`src/rtl/seq_mux_pkg.sv`:
```
// Shared constants and helpers for the seq_mux_n registered multiplexer.
// Grant validity is a single bit; NO_GRANT marks "no channel selected this cycle".
package seq_mux_pkg;

    localparam int DEF_N_CH   = 4;
    localparam int DEF_DATA_W = 8;

    localparam logic NO_GRANT = 1'b0;
    localparam logic GRANT    = 1'b1;

    // Ceiling log2, usable in parameter defaults.
    function automatic int clog2(input int value);
        int r;
        r = 0;
        for (int i = 0; i < 31; i++) begin
            if ((1 << i) < value) begin
                r = i + 1;
            end
        end
        return r;
    endfunction

    // Modular add for indices already below n.
    function automatic int mod_add(input int a, input int b, input int n);
        int s;
        s = a + b;
        return (s >= n) ? (s - n) : s;
    endfunction

endpackage

```
`src/rtl/seq_mux_n_rr_arbiter.sv`:
```
// Channel arbiter for seq_mux_n: round-robin when SEQ_MUX_RR_EN is defined,
// otherwise fixed priority (lowest valid index wins, rr_ptr ignored).
module rr_arbiter
    import seq_mux_pkg::*;
#(
    parameter int N_CH  = DEF_N_CH,
    parameter int SEL_W = clog2(N_CH)
) (
    input  logic [N_CH-1:0]  in_valid,
    input  logic [SEL_W-1:0] rr_ptr,
    input  logic             en,
    output logic [SEL_W-1:0] grant,
    output logic             grant_valid
);

`ifdef SEQ_MUX_RR_EN
    // First valid channel at or after rr_ptr, wrapping modulo N_CH.
    always_comb begin : rr_search
        logic [SEL_W-1:0] v_idx;
        v_idx       = '0;
        grant       = '0;
        grant_valid = NO_GRANT;
        for (int k = 0; k < N_CH; k++) begin
            v_idx = SEL_W'(mod_add(int'(rr_ptr), k, N_CH));
            if (en && (grant_valid == NO_GRANT) && in_valid[v_idx]) begin
                grant       = v_idx;
                grant_valid = GRANT;
            end
        end
    end
`else
    logic w_unused_ptr;
    assign w_unused_ptr = ^rr_ptr;

    // Descending scan so the lowest valid index is the final assignment.
    always_comb begin
        grant       = '0;
        grant_valid = NO_GRANT;
        for (int k = N_CH - 1; k >= 0; k--) begin
            if (en && in_valid[k]) begin
                grant       = SEL_W'(k);
                grant_valid = GRANT;
            end
        end
    end
`endif

endmodule

```
`src/rtl/seq_mux_n.sv`:
```
// Registered N-channel valid/ready multiplexer with forced-select override.
// Build option: define SEQ_MUX_RR_EN for round-robin arbitration (default fixed priority).
module seq_mux_n
    import seq_mux_pkg::*;
#(
    parameter  int N_CH   = DEF_N_CH,
    parameter  int DATA_W = DEF_DATA_W,
    localparam int SEL_W  = clog2(N_CH)
) (
    input  logic                   clk,
    input  logic                   rst,
    input  logic [N_CH*DATA_W-1:0] in_data,
    input  logic [N_CH-1:0]        in_valid,
    output logic [N_CH-1:0]        in_ready,
    input  logic                   force_en,
    input  logic [SEL_W-1:0]       force_sel,
    output logic [DATA_W-1:0]      out_data,
    output logic [SEL_W-1:0]       out_sel,
    output logic                   out_valid,
    input  logic                   out_ready
);

    logic [SEL_W-1:0]  w_arb_grant;
    logic              w_arb_gv;
    logic              w_force_gv;
    logic [SEL_W-1:0]  w_grant;
    logic              w_grant_valid;
    logic [SEL_W-1:0]  w_rr_ptr;
    logic              w_free;
    logic              w_xfer;
    logic [DATA_W-1:0] w_word;

    logic [DATA_W-1:0] r_data_p1;
    logic [SEL_W-1:0]  r_sel_p1;
    logic              r_vld_p1;

    rr_arbiter #(
        .N_CH  (N_CH),
        .SEL_W (SEL_W)
    ) u_arb (
        .in_valid    (in_valid),
        .rr_ptr      (w_rr_ptr),
        .en          (!force_en),
        .grant       (w_arb_grant),
        .grant_valid (w_arb_gv)
    );

    // Compare against each legal index so an out-of-range force_sel yields no grant, never X.
    always_comb begin
        w_force_gv = NO_GRANT;
        for (int i = 0; i < N_CH; i++) begin
            if ((force_sel == SEL_W'(i)) && in_valid[i]) begin
                w_force_gv = GRANT;
            end
        end
    end

    assign w_grant       = force_en ? force_sel  : w_arb_grant;
    assign w_grant_valid = force_en ? w_force_gv : w_arb_gv;
    assign w_free        = !r_vld_p1 || out_ready;
    assign w_xfer        = !rst && w_free && w_grant_valid;

    always_comb begin
        in_ready = '0;
        w_word   = '0;
        for (int i = 0; i < N_CH; i++) begin
            if (w_grant == SEL_W'(i)) begin
                in_ready[i] = w_xfer;
                w_word      = in_data[i*DATA_W +: DATA_W];
            end
        end
    end

    // Stage p0 -> p1: output register; load has priority over drain.
    always_ff @(posedge clk or posedge rst) begin
        if (rst) begin
            r_vld_p1  <= 1'b0;
            r_data_p1 <= '0;
            r_sel_p1  <= '0;
        end else if (w_xfer) begin
            r_vld_p1  <= 1'b1;
            r_data_p1 <= w_word;
            r_sel_p1  <= w_grant;
        end else if (out_ready) begin
            r_vld_p1  <= 1'b0;
        end
    end

`ifdef SEQ_MUX_RR_EN
    logic [SEL_W-1:0] r_rr_ptr;

    always_ff @(posedge clk or posedge rst) begin
        if (rst) begin
            r_rr_ptr <= '0;
        end else if (w_xfer && !force_en) begin
            r_rr_ptr <= (w_grant == SEL_W'(N_CH - 1)) ? '0 : w_grant + 1'b1;
        end
    end

    assign w_rr_ptr = r_rr_ptr;
`else
    assign w_rr_ptr = '0;
`endif

    assign out_data  = r_data_p1;
    assign out_sel   = r_sel_p1;
    assign out_valid = r_vld_p1;

endmodule

```
`config.mk`:
```
export PLATFORM = sky130hd
export DESIGN_NAME = seq_mux_n
export DESIGN_NICKNAME = d
export VERILOG_FILES = /design/src/rtl/seq_mux_pkg.sv /design/src/rtl/seq_mux_n_rr_arbiter.sv /design/src/rtl/seq_mux_n.sv
export SDC_FILE = /design/constraint.sdc
export NUM_CORES = 1
export LEC_CHECK = 0
export ABC_CLOCK_PERIOD_IN_PS = 2550
export BUFFER_PORTS_ARGS = -buffer_cell sky130_fd_sc_hd__buf_2
export CORE_MARGIN = 2
export CORE_UTILIZATION = 44
export DETAILED_ROUTE_END_ITERATION = 8
export PLACE_DENSITY_LB_ADDON = 0.08
export SYNTH_ARGS = -nofsm -noshare
export SYNTH_HDL_FRONTEND = slang
export SYNTH_SLANG_ARGS = --single-unit
```
`constraint.sdc`:
```
create_clock -name clk -period 2.55 [get_ports clk]
set_input_delay 0.255 -clock clk [delete_from_list [all_inputs] [get_ports clk]]
set_output_delay 0.255 -clock clk [all_outputs]
set_load 0.005 [all_outputs]
```
Yosys cells after proc, flatten, opt, wreduce, memory -nomap -nowiden

Cells that the tools add are included.

Bits of input ports: 42
Output and inout bits: 15
Register bits after elaboration: 11
Word-level logic and storage cells: 50

Reduce and logical (&&, ||, !) cells: 17
Multiplexer cells: 24
Eq/ne operators: 6

Operator list:

| operator           | number |
|---|---|
| $mux 8             | 4 |
| $mux 1             | 15 |
| $logic_and 1x1->1  | 10 |
| $mux 2             | 5 |
| $eq 2x2->1 const B | 4 |
| $eq 2x1->1 const B | 2 |
| $logic_not 2->1    | 2 |
| $logic_not 1->1    | 3 |
| $reduce_bool 2->1  | 1 |
| $logic_or 1x1->1   | 1 |

Depth between registers and ports, before layout

Gate-level depths: netlist of the first run.

Depth in word-level cells: 12
Gate-level depth with buffers: 7
Mapped depth without buffers: 4

Hierarchy

A second synthesis of the first run with hierarchy kept.

Cells, all modules: 76
Area, all modules: 845.8 um2

Modules (own cells, without submodules):

| module     | instances | cells an instance | area each (um2) |
|---|---|---|---|
| seq_mux_n  | 1         | 69                | 804.5 |
| rr_arbiter | 1         | 7                 | 41.3 |

Worst setup path before layout of the first run

No wires, ideal clock.

Kind: flip-flop to output port
Start point: reg r_vld_p1, in the netlist out_valid
End point: out in_ready[1]
Data arrival time: 1602 ps
Setup slack: 693 ps
Cell stages (with the launch flop): 7
Buffers on the path: 2
Path through: dfrtp_1 -> nor2b_1 -> a311o_1 -> or2_1 -> buf_6 -> buf_6 -> nor3b_1

Cells in the longest elaborated chain, start to end: 5

RTL lines:

| element                        | line            | RTL |
|---|---|---|
| from (decl)                    | seq_mux_n.sv:35 | `logic r_vld_p1;` |
| from (signal assigned)         | seq_mux_n.sv:77 | `r_vld_p1 <= 1'b0;` |
| from (signal assigned)         | seq_mux_n.sv:81 | `r_vld_p1 <= 1'b1;` |
| from (signal assigned)         | seq_mux_n.sv:85 | `r_vld_p1 <= 1'b0;` |
| $logic_not 1->1                | seq_mux_n.sv:60 | `assign w_free = !r_vld_p1 \|\| out_ready;` |
| $logic_or 1x1->1               | seq_mux_n.sv:60 |  |
| $logic_and 1x1->1 (2 in a row) | seq_mux_n.sv:61 | `assign w_xfer = !rst && w_free && w_grant_valid;` |
| $mux 1                         | seq_mux_n.sv:67 | `if (w_grant == SEL_W'(i)) begin` |
| to (decl)                      | seq_mux_n.sv:14 | `output logic [N_CH-1:0] in_ready,` |

No other way between the ends.

Worst setup path after layout of the first run

Start point: in rst
End point: out in_ready[3]

Cells in the longest elaborated chain, start to end: 4

RTL lines:

| element                          | line            | RTL |
|---|---|---|
| from (decl)                      | seq_mux_n.sv:11 | `input logic rst,` |
| $logic_not 1->1 (no source line) | --              |  |
| $logic_and 1x1->1 (2 in a row)   | seq_mux_n.sv:61 |  |
| $mux 1                           | seq_mux_n.sv:67 |  |

No other way between the ends.

==> reports/results.ini, run 1 <==
[run_status]
status = complete, no violations

[finish]
nNetsFinal = 192
stdcell_area_um2 = 1180
final_cells = 174
final_cell_mix = buf_2 (56), and2_1 (16), a221oi_1 (16)
final_common_cell = buf_2
syn_to_final_growth_pct = 38.3
final_util_pct = 66.1
antennaDiodeCount = 0
drive_above_1_share_pct = 44.3
fillers = 172

[worst_setup_path]
path_class = input port to primary output
required_ns = 2.30
reg2reg_depth = 4
arrival_ns = 2.12
r2r_start = out_valid
ff2ff_setup_slack_ns = 0.73
r2r-end = out_sel[1]
crit_fanout = 15
endpoint_kind = primary output
critPathLaunchType = input port

[timing]
fin_setup_tns_ns = 0
period_share_pct = 93.3
setup_violations = 0
finalMaxSlewViolations = 0
finalClockSkew_ns = 0.00356
fmax_mhz = 420
slew_headroom_pct = 67.6
worstMarginPinSlew_ns = 0.486
rsz0062_at_grt = no
period_needed_ns = 2.38
hold_viol = 0

[clock_network]
path_clk_slew_ns = 0.07
clockBufferDepth = 2
insertion_delay_ns = 0.26
root_buffer = clkbuf_4
cts_inserted_buffers = 3
h-tree-depth = 1
cts_tree = yes
cts_num_sinks = 11

[synthesis]
synth.area.top_cells = dfrtp_1 (32%), a221oi_1 (17%), and2_1 (12%)
synth_top_area_share_pct = 32.3
yosys.cell_types.count = 24
postSynthAreaPerCell_um2 = 8.97
yosys_register_bits = 11
syn_nets = 137
syn_inst = 95
yosysTopAreaCell = dfrtp_1
yosys_warnings = 0
synth_seq_area_share_pct = 32.3
mappedNetlistArea_um2 = 852

[power]
power_per_cell_area_nw_per_um2 = 474
max-vdd-ir-drop_uv = 286
p_leak_uw = 0.000568

[detailed_routing]
antenna_left = 0
drtPass1Iterations = 4
avgRoutedWirePerCell_um = 12.9
remaining_drc_errors = 0
wirelength_um = 2240
via_count = 966
post_drt_via_cell_ratio = 5.55
drtIter0Drc = 22

[placed_design]
hpwlAfterDp_um = 1720
dpl.cell_count = 169
place_area_um2 = 1140
port_buffers = 56
gp_congestion = 0.757

[grt]
grt_overflow_total = 0
antenna_found_initial = 0
track_usage_pct = 21.8
grt_max_degree = 22
grt_pass1_wl_um = 3570
first_global_vias = 861

[floorplan]
die_h_um = 48.0
initial_core_util_pct = 47.8
die-area_um2 = 2300
pin_count = 57
die_x_um = 48.0
std_cell_rows = 15
coreArea_um2 = 1780

[hold_path]
hold_path.class = input port to flop
hp-start = out_ready
hold_depth = 3
min_to = out_valid

[flow_run]
maxCapViolCount = 0

## state kept, by name, indices dropped and copies added (netlist names)
name / flops
out_sel: 2
out_data: 8
out_valid: 1
## worst max path at each step
stage                       startpoint  slack [ns]     endpoint
after floorplan              out_valid        0.69  in_ready[1]
after global placement    force_sel[1]        0.54  in_ready[3]
after detailed placement  force_sel[1]        0.48  in_ready[3]
after CTS                          rst        0.14  in_ready[3]
after global routing               rst        0.03  in_ready[3]
final                              rst        0.17  in_ready[3]
## layout make-up
cell class / count / area (µm²) / area share (%)
clock buffer: 4 / 26.3 / 2.23
inverter: 3 / 11.3 / 0.955
multi-input combinational: 72 / 529 / 44.9
sequential: 11 / 275 / 23.4
tap: 25 / 31.3 / 2.65
timing repair buffer: 59 / 305 / 25.9
## cells by family after synthesis
| kind of cell | count (synthesis) | share of synthesized area [%] |
|---|---|---|
| AND/OR/NAND/NOR | 30 | 20.6 |
| buffers and inverters | 12 | 7.19 |
| multiplexers | 4 | 4.99 |
| flip-flops | 11 | 32.3 |
| AO/OA/AOI/OAI | 38 | 34.9 |
## per-stage QoR
stage          setup slack, ns  total power, µW  hold WS [ns]
2_1_floorplan            0.693              354         0.107
6_report                 0.171              559         0.277
3_3_place_gp             0.538              446         0.265
5_1_grt                 0.0260              604         0.291
4_1_cts                  0.145              566         0.269
3_5_place_dp             0.482              449         0.281
## critical path: stages
cell and delay, ns:
dlygate4sd3_1 0.54, buf_2 0.13, a311o_1 0.37, or2_2 0.47, nor3b_1 0.23, buf_2 0.14
## synth_stat cells, drive strengths merged
cell / number
mux2: 2
nor3: 2
a221oi: 17
inv: 3
a32o: 1
o31ai: 8
nor2b: 2
and2: 16
o21ai: 8
nor3b: 2
dfrtp: 11
a211o: 1
or2: 1
a311o: 1
nand2: 2
o41a: 1
buf: 4
nand2b: 2
nor2: 3
clkbuf: 5
o41ai: 1
mux2i: 2
## power by group
group / total, µW / switching [µW] / internal, µW
Combinational: 214 / 104 / 110
Clock: 114 / 53.4 / 60.4
Sequential: 231 / 16.6 / 214
Total: 559 / 174 / 384
## timing repair
action | CTS | global route
buffers inserted | 0 | 0
endpoints found under the setup margin | 0 | 2
hold buffers | 1 | 0
hold endpoints to repair | 11 | 0
gates resized for setup | 0 | 1
## layer usage
layer,up-vias,track usage [%],wire length [µm]
met4,0,6.49,12
met1,438,26.9,927
met2,43,39.2,1140
met5,-,0,0
li1,483,-,-
met3,2,3.02,158
(Power assumes the default switching activity.)
==> inputs of run 2 (changes only) <==
==> constraint.sdc (replaced) <==
create_clock -name clk -period 2.55 [get_ports clk]
set_input_delay 0.255 -clock clk [delete_from_list [all_inputs] [get_ports clk]]
set_output_delay 0.255 -clock clk [all_outputs]
set_load 0.05 [all_outputs]
==> run 2 against run 1 <==
First-iteration DRC count decreased by 59%. Clock power barely moved. Non-clock buffer count up 1. Routed wire length increased by 7.4%. Hold slack improved by 0.0066 ns. Highest routed layer unchanged. Clock skew shrank 0.0014 ns. Core utilization increased by 1.5 points. Critical path depth did not move. Register-to-register slack lost 0.08 ns.
==> reports/results.ini, run 2 (synthesized netlist as in run 1, its figures left out) <==
[power]
p_leak_uw = 0.000576  ; was 0.000568 µW
p_total_uw = 722  ; was 559 µW
max-vdd-ir-drop_uv = 383  ; was 286 µV
power_per_cell_area_nw_per_um2 = 599  ; was 474 nW/µm²

[worst_setup_path]
critPathMaxStageDelay_ns = 0.54  ; about the same
crit_chain = dlygate4sd3_1 -> buf_2 -> a311o_1 -> or2_1 -> nor3b_2 -> buf_2  ; was dlygate4sd3_1 -> buf_2 -> a311o_1 -> or2_2 -> nor3b_1 -> buf_2
cp_num_buf_inv = 3  ; unchanged
crit_cells = 6  ; unchanged
endpoint_kind = primary output  ; unchanged
reg2reg_depth = 5  ; was 4
crit_top_cell = buf_2  ; unchanged
critPathLaunchType = input port  ; unchanged
arrival_ns = 2.14  ; was 2.12 ns
crit_fanout = 9  ; was 15
path_class = input port to primary output  ; unchanged
crit_family = buffers and inverters  ; unchanged
critical-path-slowest-cell = dlygate4sd3_1  ; unchanged
required_ns = 2.30  ; about the same

[detailed_routing]
via_count = 994  ; was 966
drtIter0Drc = 9  ; was 22
post_drt_via_cell_ratio = 5.68  ; was 5.55
avgRoutedWirePerCell_um = 13.7  ; was 12.9 µm
highest-signal-layer = met4  ; unchanged
drtPass1Iterations = 4  ; unchanged
antenna_left = 0  ; unchanged
wirelength_met1_um = 927  ; unchanged
remaining_drc_errors = 0  ; unchanged
wirelength_um = 2400  ; was 2240 µm
wl_met2_um = 1280  ; was 1140 µm
wl_met3_um = 161  ; was 158 µm

[finish]
syn_to_final_growth_pct = 41.6  ; was 38.3%
nNetsFinal = 193  ; was 192
final_common_cell = buf_2  ; unchanged
largest_reg_flops = 8  ; unchanged
final_cell_mix = buf_2 (56), and2_1 (16), a221oi_1 (16)  ; unchanged
drive_above_1_share_pct = 46.7  ; was 44.3%
stdcell_area_um2 = 1210  ; was 1180 µm²
antennaDiodeCount = 0  ; unchanged

[floorplan]
die_h_um = 48.0  ; unchanged
std_cell_rows = 15  ; unchanged
die-area_um2 = 2300  ; unchanged
initial_core_util_pct = 47.8  ; unchanged
pin_count = 57  ; unchanged
die_x_um = 48.0  ; unchanged
coreArea_um2 = 1780  ; unchanged

[timing]
finalMaxSlewViolations = 0  ; unchanged
hold_viol = 0  ; unchanged
worstMarginPinSlew_ns = 0.508  ; was 0.486 ns
slew_headroom_pct = 66.2  ; was 67.6%
fin_setup_tns_ns = 0  ; unchanged
setup_violations = 0  ; unchanged
fmax_mhz = 418  ; was 420 MHz
rsz0062_at_grt = no  ; unchanged
period_share_pct = 93.9  ; was 93.3%
period_needed_ns = 2.39  ; was 2.38 ns
finalClockSkew_ns = 0.00215  ; was 0.00356 ns

[run_status]
status = complete, no violations  ; unchanged

[clock_network]
path_clk_slew_ns = 0.06  ; was 0.07 ns
post_cts_resized = 0  ; unchanged
root_buffer = clkbuf_4  ; unchanged
cts_inserted_buffers = 3  ; unchanged
clockBufferDepth = 2  ; unchanged
insertion_delay_ns = 0.26  ; about the same
cts_num_sinks = 11  ; unchanged
h-tree-depth = 1  ; unchanged
cts_tree = yes  ; unchanged

[grt]
first_global_vias = 841  ; was 861
grt_pass1_wl_um = 3490  ; was 3570 µm
track_usage_pct = 21.7  ; was 21.8%
antenna_found_initial = 0  ; unchanged
grt_overflow_total = 0  ; unchanged
grt_max_degree = 22  ; unchanged

[hold_path]
hold_path.class = input port to flop  ; unchanged
hold_depth = 3  ; unchanged

[placed_design]
port_buffers = 56  ; unchanged
place_area_um2 = 1170  ; was 1140 µm²
hpwlAfterDp_um = 1890  ; was 1720 µm
gp_congestion = 0.778  ; was 0.757

[flow_run]
maxCapViolCount = 0  ; unchanged

[run 2: cell types whose count changed in the layout (fill, tap and decap cells not counted)]
cell	change
nor3_1	-2
nor3_2	+2
buf_4	+1
or2_2	-1
or2_1	+1
nor3b_2	+2
nor3b_1	-2
[run 2: layout make-up]
class                   instances  area [µm²]
flip-flops and latches         11         275
inverters                       3        11.3
well taps                      25        31.3
repair buffers                 60         313
clock buffers                   4        26.3
multi-input cells              72         549
fillers                       170         577
[run 2: path summary, 6_finish.rpt]
check                                start           to  slack, ns
min in group asynchronous              rst  out_data[4]       0.53
worst max-delay path                   rst  in_ready[1]       0.16
max in group asynchronous              rst   out_sel[1]       1.74
worst max register to register   out_valid   out_sel[0]       0.65
worst min-delay path             out_ready    out_valid       0.28
worst min register to register  out_sel[1]   out_sel[1]       0.51
[run 2: what timing repair did]
action,CTS,global route
endpoints found under the hold margin,11,0
setup buffers,0,0
hold buffers,1,0
[run 2: stage by stage]
stage | std cells | hold WS, ns | utilization (%) | setup slack (ns)
floorplan | 95 | 0.107 | - | -0.0262
global placement | 170 | 0.273 | 65.6 | 0.545
detailed placement | 170 | 0.270 | 65.6 | 0.501
CTS | 175 | 0.284 | 67.6 | 0.168
global route | 175 | 0.283 | 67.6 | 0.0837
finish | 175 | 0.283 | 67.6 | 0.155
[run 2: routing by layer]
metal / GRT usage (%) / vias to the layer above
li1: - / 483
met1: 24.7 / 466
met2: 39.2 / 41
met3: 6.79 / 4
met4: 5.41 / 0
met5: 0 / -
[run 2: worst min-delay path: cells and delay by family]
kind | cells | cell delay [ns]
AND/OR/NAND/NOR | 2 | 0.17
buffers and inverters | 1 | 0.08
[run 2: power breakdown]
part           leakage, µW  internal (µW)  total (µW)  switching (µW)
Clock            0.0000150           60.5         114            53.1
Sequential        0.000134            214         234            19.6
Combinational     0.000427            114         374             261
==> inputs of run 3 (changes only) <==
- BUFFER_PORTS_ARGS: -buffer_cell sky130_fd_sc_hd__buf_2 -> unset
- CORE_UTILIZATION: 44 -> 50
- DONT_BUFFER_PORTS: unset -> 1
- RECOVER_POWER: unset -> 100
==> run 3 against run 2 <==
Routed wire length decreased by 12%. Design area decreased by 23%. Die area decreased by 11%. Sequential cell count unchanged. Sequential power increased by 60%. Clock power about the same. Core utilization decreased by 8.3 points. Clock-buffer cell count unchanged. Sequential share of layout area increased by 6.9 points. Non-clock buffer count decreased by 52. Largest cell class unchanged.
==> reports/results.ini, run 3 (synthesized netlist as in run 1, its figures left out) <==
[timing]
slew_headroom_pct = 60.7  ; was 66.2%
period_needed_ns = 2.41  ; was 2.39 ns
hold_viol = 0  ; unchanged
finalClockSkew_ns = 0.00249  ; was 0.00215 ns
rsz0062_at_grt = no  ; unchanged
finalMaxSlewViolations = 0  ; unchanged
fmax_mhz = 415  ; was 418 MHz
worstMarginPinSlew_ns = 0.592  ; was 0.508 ns
period_share_pct = 94.6  ; was 93.9%
setup_violations = 0  ; unchanged
fin_ws_ns = 0.138  ; was 0.155 ns

[worst_setup_path]
crit_fanout = 15  ; was 9
endpoint_kind = primary output  ; unchanged
r2r_start = out_valid  ; unchanged
crit_chain = nor2b_1 -> a311o_1 -> or2_1 -> nor3b_1 -> buf_4  ; was dlygate4sd3_1 -> buf_2 -> a311o_1 -> or2_1 -> nor3b_2 -> buf_2
critPathLaunchType = flop  ; was input port
reg2reg_depth = 4  ; was 5
critPathMaxStageDelay_ns = 0.46  ; was 0.54 ns
required_ns = 2.30  ; about the same
path_class = flop to primary output  ; was input port to primary output
ff2ff_setup_slack_ns = 0.70  ; was 0.65 ns
r2r-end = out_sel[1]  ; was out_sel[0]
cp-endpoint = in_ready[3]  ; was in_ready[1]
critical-path-slowest-cell = or2_1  ; was dlygate4sd3_1
arrival_ns = 2.16  ; was 2.14 ns
startpoint = out_valid  ; was rst

[placed_design]
dpl.cell_count = 109  ; was 170
hpwlAfterDp_um = 1620  ; was 1890 µm
place_ws_ns = 0.420  ; was 0.501 ns
place_area_um2 = 908  ; was 1170 µm²
port_buffers = 0  ; was 56
gp_congestion = 0.799  ; was 0.778

[floorplan]
coreArea_um2 = 1560  ; was 1780 µm²
die_x_um = 45.3  ; was 48.0 µm
pin_count = 57  ; unchanged
std_cell_rows = 14  ; was 15
die_h_um = 45.3  ; was 48.0 µm
initial_core_util_pct = 54.7  ; was 47.8%
die-area_um2 = 2050  ; was 2300 µm²

[finish]
largest_reg_flops = 8  ; unchanged
fillers = 154  ; was 170
nNetsFinal = 141  ; was 193
antennaDiodeCount = 0  ; unchanged
syn_to_final_growth_pct = 8.66  ; was 41.6%
stdcell_area_um2 = 926  ; was 1210 µm²
final_cells = 114  ; was 175
final_cell_mix = and2_1 (16), a221oi_1 (16), dfrtp_1 (11)  ; was buf_2 (56), and2_1 (16), a221oi_1 (16)
drive_above_1_share_pct = 14.3  ; was 46.7%

[run_status]
status = complete, no violations  ; unchanged

[clock_network]
cts_inserted_buffers = 3  ; unchanged
cts_setup_buffers = 0  ; unchanged
path_clk_slew_ns = 0.06  ; about the same
h-tree-depth = 1  ; unchanged
clockBufferDepth = 2  ; unchanged
insertion_delay_ns = 0.27  ; was 0.26 ns
root_buffer = clkbuf_4  ; unchanged
cts_num_sinks = 11  ; unchanged
cts_tree = yes  ; unchanged

[detailed_routing]
wirelength_um = 2110  ; was 2400 µm
drtPass1Iterations = 4  ; unchanged
remaining_drc_errors = 0  ; unchanged
drtIter0Drc = 16  ; was 9
post_drt_via_cell_ratio = 6.91  ; was 5.68
antenna_left = 0  ; unchanged
via_count = 788  ; was 994
avgRoutedWirePerCell_um = 18.5  ; was 13.7 µm

[power]
p_leak_uw = 0.000362  ; was 0.000576 µW
power_per_cell_area_nw_per_um2 = 698  ; was 599 nW/µm²
p_total_uw = 647  ; was 722 µW
max-vdd-ir-drop_uv = 394  ; was 383 µV

[grt]
grt_overflow_total = 0  ; unchanged
grt_pass1_wl_um = 3320  ; was 3490 µm
antenna_found_initial = 0  ; unchanged
grt_max_degree = 22  ; unchanged
first_global_vias = 709  ; was 841
track_usage_pct = 23.1  ; was 21.7%

[flow_run]
maxCapViolCount = 0  ; unchanged

[hold_path]
hp-start = out_ready  ; unchanged
hold_path.class = input port to flop  ; unchanged

## run 3: timing repair
item / CTS / global route
hold buffers: 1 / 0
resized for setup: 0 / 0
setup endpoints to repair: 0 / 0
hold endpoints to repair: 11 / 0
## run 3: worst min path at each step
| stage | endpoint | cells after the start |
|---|---|---|
| 2_1_floorplan | out_data[0] | 1 |
| 3_3_place_gp | out_data[6] | 1 |
| 3_5_place_dp | out_data[6] | 1 |
| 4_1_cts | out_valid | 2 |
| 5_1_grt | out_valid | 2 |
| 6_report | out_valid | 2 |
## run 3: report_power, final
group / switching [µW] / internal (µW)
clock: 54.8 / 60.5
combinational: 91.7 / 65.3
sequential: 162 / 212
## run 3: metrics by stage
step	setup TNS, ns	hold slack, ns	util (%)
after global routing	0	0.195	59.4
after detailed placement	0	0.153	58.3
after global placement	0	0.150	58.3
after floorplan	-0.102	0.107	-
after CTS	0	0.201	60.6
final	0	0.202	59.4
## run 3: layout make-up
class,count,area [µm²],share of cell area [%]
well taps,16,20.0,2.16
repair buffers,8,58.8,6.35
multi-input cells,72,534,57.7
flip-flops and latches,11,275,29.7
inverters,3,11.3,1.22
clock buffers,4,26.3,2.84
## run 3: critical path: cells and delay by family (launching register included)
family,cells,cell delay (ns)
simple gates,3,0.88
compound gates,1,0.41
flops,1,0.37
buf+inv,1,0.23
## run 3: layer usage
| layer | up-vias | GRT usage, % | wire (µm) |
|---|---|---|---|
| met5 | - | 0 | 0 |
| met1 | 367 | 29.5 | 838 |
| met3 | 4 | 7.60 | 178 |
| met2 | 40 | 35.4 | 1060 |
| met4 | 0 | 10.0 | 33 |
| li1 | 377 | - | - |
